==> config.mk <==
export PLATFORM = sky130hd
export DESIGN_NAME = pipelined_rca
export DESIGN_NICKNAME = d
export VERILOG_FILES = /design/src/rtl/pipelined_rca.sv
export SDC_FILE = /design/constraint.sdc
export NUM_CORES = 1
export LEC_CHECK = 0
export BUFFER_PORTS_ARGS = -buffer_cell sky130_fd_sc_hd__buf_2
export CORE_MARGIN = 2
export CORE_UTILIZATION = 40
export CTS_BUF_LIST = sky130_fd_sc_hd__clkbuf_4
export CTS_CLUSTER_DIAMETER = 100
export CTS_CLUSTER_SIZE = 28
export DETAILED_ROUTE_END_ITERATION = 16
export PLACE_DENSITY_LB_ADDON = 0.2
export SYNTH_ARGS = -nofsm -noshare
export SYNTH_HDL_FRONTEND = slang
export SYNTH_SLANG_ARGS = --single-unit
==> constraint.sdc <==
create_clock -name clk -period 1.9 [get_ports clk]
set_input_delay 0.38 -clock clk [delete_from_list [all_inputs] [get_ports clk]]
set_output_delay 0.38 -clock clk [all_outputs]
set_load 0.02 [all_outputs]
==> src/rtl/pipelined_rca.sv <==
// rtl/pipelined_rca.sv - parametrised pipelined ripple-carry adder with valid/ready handshake
// Each stage adds one SEG-bit slice and forwards the partial sum plus the operands still to be added.
module pipelined_rca #(
  parameter int WIDTH  = 16,
  parameter int STAGES = 4
) (
  input  logic             clk,
  input  logic             rst_n,
  input  logic             in_valid,
  output logic             in_ready,
  input  logic [WIDTH-1:0] a,
  input  logic [WIDTH-1:0] b,
  input  logic             cin,
  output logic             out_valid,
  input  logic             out_ready,
  output logic [WIDTH-1:0] sum,
  output logic             carry,
  output logic             ovf
);
  localparam int SEG = WIDTH / STAGES;

  generate
    if (WIDTH < 1 || STAGES < 1 || (WIDTH % STAGES) != 0) begin : g_bad_params
      $error("pipelined_rca: WIDTH must be a positive multiple of STAGES");
    end
  endgenerate

  logic [STAGES-1:0] valid_q;
  logic [STAGES-1:0] carry_q;
  logic [WIDTH-1:0]  sum_q [STAGES];
  logic [WIDTH-1:0]  a_q   [STAGES];
  logic [WIDTH-1:0]  b_q   [STAGES];

  logic [STAGES:0]   ready;
  logic [STAGES-1:0] valid_in;
  logic [STAGES-1:0] carry_in;
  logic [STAGES-1:0] load;
  logic [STAGES-1:0] carry_d;
  logic [WIDTH-1:0]  sum_in [STAGES];
  logic [WIDTH-1:0]  a_in   [STAGES];
  logic [WIDTH-1:0]  b_in   [STAGES];
  logic [WIDTH-1:0]  sum_d  [STAGES];
  logic [SEG:0]      seg_sum;

  // Stage k can take data if out_ready is high or any stage at or after k is empty.
  always_comb begin
    ready[STAGES] = out_ready;
    for (int k = 0; k < STAGES; k++) begin
      ready[k] = out_ready;
      for (int j = k; j < STAGES; j++) begin
        if (!valid_q[j]) ready[k] = 1'b1;
      end
    end
  end

  always_comb begin
    valid_in[0] = in_valid;
    carry_in[0] = cin;
    sum_in[0]   = '0;
    a_in[0]     = a;
    b_in[0]     = b;
    for (int k = 1; k < STAGES; k++) begin
      valid_in[k] = valid_q[k-1];
      carry_in[k] = carry_q[k-1];
      sum_in[k]   = sum_q[k-1];
      a_in[k]     = a_q[k-1];
      b_in[k]     = b_q[k-1];
    end
    seg_sum = '0;
    for (int k = 0; k < STAGES; k++) begin
      seg_sum = {1'b0, a_in[k][k*SEG +: SEG]} + {1'b0, b_in[k][k*SEG +: SEG]}
              + {{SEG{1'b0}}, carry_in[k]};
      sum_d[k]               = sum_in[k];
      sum_d[k][k*SEG +: SEG] = seg_sum[SEG-1:0];
      carry_d[k]             = seg_sum[SEG];
      load[k]                = valid_in[k] && ready[k];
    end
  end

  always_ff @(posedge clk or negedge rst_n) begin
    if (!rst_n) begin
      valid_q <= '0;
      carry_q <= '0;
      for (int k = 0; k < STAGES; k++) begin
        sum_q[k] <= '0;
        a_q[k]   <= '0;
        b_q[k]   <= '0;
      end
    end else begin
      for (int k = 0; k < STAGES; k++) begin
        if (load[k]) begin
          valid_q[k] <= 1'b1;
          carry_q[k] <= carry_d[k];
          sum_q[k]   <= sum_d[k];
          a_q[k]     <= a_in[k];
          b_q[k]     <= b_in[k];
        end else if (ready[k+1]) begin
          valid_q[k] <= 1'b0;
        end
      end
    end
  end

  assign in_ready  = ready[0];
  assign out_valid = valid_q[STAGES-1];
  assign sum       = sum_q[STAGES-1];
  assign carry     = carry_q[STAGES-1];
  assign ovf       = (a_q[STAGES-1][WIDTH-1] == b_q[STAGES-1][WIDTH-1]) &&
                     (sum_q[STAGES-1][WIDTH-1] != a_q[STAGES-1][WIDTH-1]);
endmodule

==> summary.txt <==
Outcome
  • Status: completed

Drt
  • Antenna viol nets, final: 0
  • Remaining routing DRC violations: 0
  • Wire length per cell: 13.1 µm
  • Final WL: 6.58 mm
  • Post-DR vias/cell: 4.73
  • Via Count: 2374
  • DRT Pass-1 Iters: 4
  • DR iter-0 viols: 36

Clock tree
  • H-tree Lvls: 3
  • Clock sink count: 98
  • CTS Buffer Depth: 2
  • CTS Root Cell: clkbuf_4
  • Worst skew pair latency: 0.44 ns
  • CTS buffer count: 9
  • CTS tree: yes
  • Reg clk slew, reported paths: 0.16 ns

Timing
  • Setup TNS: 0 ns
  • RSZ-0062 raised after global routing: no
  • Final period util: 93.8%
  • Max Clk Rate: 561 MHz
  • Worst-margin pin slew: 0.294 ns
  • Slew Viols, Final: 0
  • Hold WS: 0.153 ns
  • Setup-failing EPs final: 0
  • Tmin final: 1.78 ns
  • Clock skew: 0.0189 ns
  • Fin. Hold Viols: 0
  • Relative slew slack: 80.4%

Logic synthesis
  • Top cells by area, synth: dfrtp_1 (58%), mux2_2 (21%), fa_1 (3.8%)
  • Top-count cell post-synth: dfrtp_1
  • Async SR Flop Fraction: 100%
  • Number of flops mapped to enable cells by yosys: 0
  • Post-synth cell types: 26
  • Top_reg_cell synth: dfrtp_1
  • Syn Inst Count: 293
  • Syn Area/Cell: 14.3 µm²
  • Post-Syn Area: 4200 µm²
  • Synth Register Bits: 98
  • Post-synth top area cell: dfrtp_1
  • Register area share after synthesis: 58.4%
  • Net Count, Synth: 350
  • Post-synth top cells: dfrtp_1 (98), mux2_2 (77), nand2_1 (20), o21ai_0 (15), inv_1 (14)
  • Top-area cell type share of the netlist area: 58.4%
  • YS warnings: 0

Floorplan
  • # rows: 37
  • IO Count: 57
  • Die Y: 107 µm
  • Initial Utilization: 40.9%
  • Die ar.: 11300 µm²
  • Core box area: 10300 µm²
  • Die W: 107 µm

Global route
  • Total grt overflow: 0
  • Tot GR Track Use: 13.0%
  • Vias in the first global route: 2435
  • Initial antenna violation count: 0
  • Largest net degree at the start of global routing: 58
  • First-pass GRT wire length: 11.7 mm

Setup path
  • Crit-path cells: fa_1 -> fa_1 -> a21o_1 -> a21oi_1 -> o21ai_0
  • CP arrival: 2.12 ns
  • FF-to-FF End: carry_q[3]
  • CP most frequent cell: fa_1
  • Max incr delay on CP: 0.47 ns
  • Crit Path Class: flop to flop
  • R2R Setup Slk: 0.12 ns
  • Worst Setup End Kind: flop
  • Worst EP required: 2.24 ns
  • Crit Path Max Fanout: 2
  • Startpoint types: flop
  • Worst reg2reg startpoint: carry_q[2]
  • Worst R2R Path Depth: 5
  • Slowest CP cell: fa_1

Pwr
  • Leak: 0.00228 µW
  • Pwr/cell area: 1320 nW/µm²
  • VDD IR max: 0.612 mV

Min path
  • Hold crit path type: primary input to flop
  • Worst Hold Path EP: a_in[40]
  • Hold-critical path depth: 2
  • Hold wc startpoint: a[8]

Placement
  • DP HPWL: 4.59 mm
  • Final GP Congestion: 0.714
  • # port buffers: 56

Final layout
  • Share of layout cells above drive strength 1: 44.5%
  • Final nets: 418
  • Area growth syn-to-layout: 16.2%
  • Layout filler cell count: 972
  • Antenna diode count: 0

Run
  • Count of max-cap constraint violations: 0
==> final cells by class <==
| class | instances | area [µm²] | area share, % |
|---|---|---|---|
| sequential | 98 | 2450 | 50.2 |
| clock buffer | 9 | 67.6 | 1.38 |
| multi-input combinational | 171 | 1620 | 33.3 |
| tap | 136 | 170 | 3.49 |
| timing repair buffer | 67 | 433 | 8.87 |
| clock inverter | 7 | 82.6 | 1.69 |
| inverter | 14 | 52.6 | 1.08 |
==> worst max-delay path, delay by kind of cell (launching register included) <==
kind	cells	cell delay [ns]
adders and majority gates	2	0.89
DFF	1	0.43
AOI/OAI and AO/OA	3	0.39
==> state kept, by name, indices dropped and copies added (netlist names) <==
register / count
carry_q: 4
a_q: 1
valid_q: 4
a_in: 24
b_in: 24
sum: 16
b_q: 1
sum_d: 24
==> placed cells by master, fill, tap and decap left out, types with 3 or more instances in the layout <==
cell type	count
inv_1	14
nand2_1	20
a21o_1	6
fa_1	8
nand2b_1	4
xor2_1	6
dfrtp_1	98
inv_6	3
buf_4	7
buf_12	5
clkbuf_4	9
buf_2	54
a21oi_1	7
o21a_1	3
o21ai_0	15
mux2_2	77
ha_1	12
==> metrics by stage <==
step | util [%] | setup slack, ns | instances | total power, µW | area (µm²)
floorplan | - | 0.201 | 293 | 4670 | 4200
global placement | 45.8 | 0.132 | 483 | 5280 | 4700
detailed placement | 45.8 | 0.108 | 483 | 5350 | 4700
CTS | 47.5 | 0.0235 | 502 | 6530 | 4880
global route | 47.5 | 0.0199 | 502 | 6940 | 4880
finish | 47.5 | 0.118 | 502 | 6430 | 4880
==> logic make-up after synthesis <==
kind of cell	Yosys count	synth area share, %
simple gates	33	4.05
compound gates	33	4.79
flops	98	58.4
mux	78	20.9
fa+ha+maj	20	7.38
buf+inv	24	3.07
xor+xnor	7	1.46
==> metal layers <==
metal  GRT usage, %  up-vias  share of wire, %
li1               -     1146                 -
met1           17.7     1181                47
met2           20.6       40                48
met3           2.58        7               3.8
met4           5.29        0               1.3
met5              0        -                 0
==> worst max path at each step <==
| stage | start | end | cells past startpoint | slack (ns) |
|---|---|---|---|---|
| after global placement | carry_q[2] | carry_q[3] | 5 | 0.13 |
| after global routing | a_in[12] | carry_q[3] | 5 | 0.02 |
| after CTS | valid_q[2] | in_ready | 3 | 0.02 |
| after detailed placement | carry_q[2] | carry_q[3] | 5 | 0.11 |
| final | carry_q[2] | carry_q[3] | 5 | 0.12 |
| after floorplan | carry_q[2] | carry_q[3] | 5 | 0.20 |
==> where the power goes <==
part           total (µW)  switching, µW  leakage (µW)  internal (µW)
Combinational        2100           1000       0.00104           1090
Clock                1160            736     0.0000755            425
Sequential           3170            389       0.00116           2780
==> repair_timing <==
action,in CTS,in global routing
hold buffers,1,0
pin swaps,0,0
buffers inserted,2,0
endpoints found under the setup margin,1,1
endpoints found under the hold margin,98,0
resized for setup,0,2
Power figures use the tool's default switching activity.
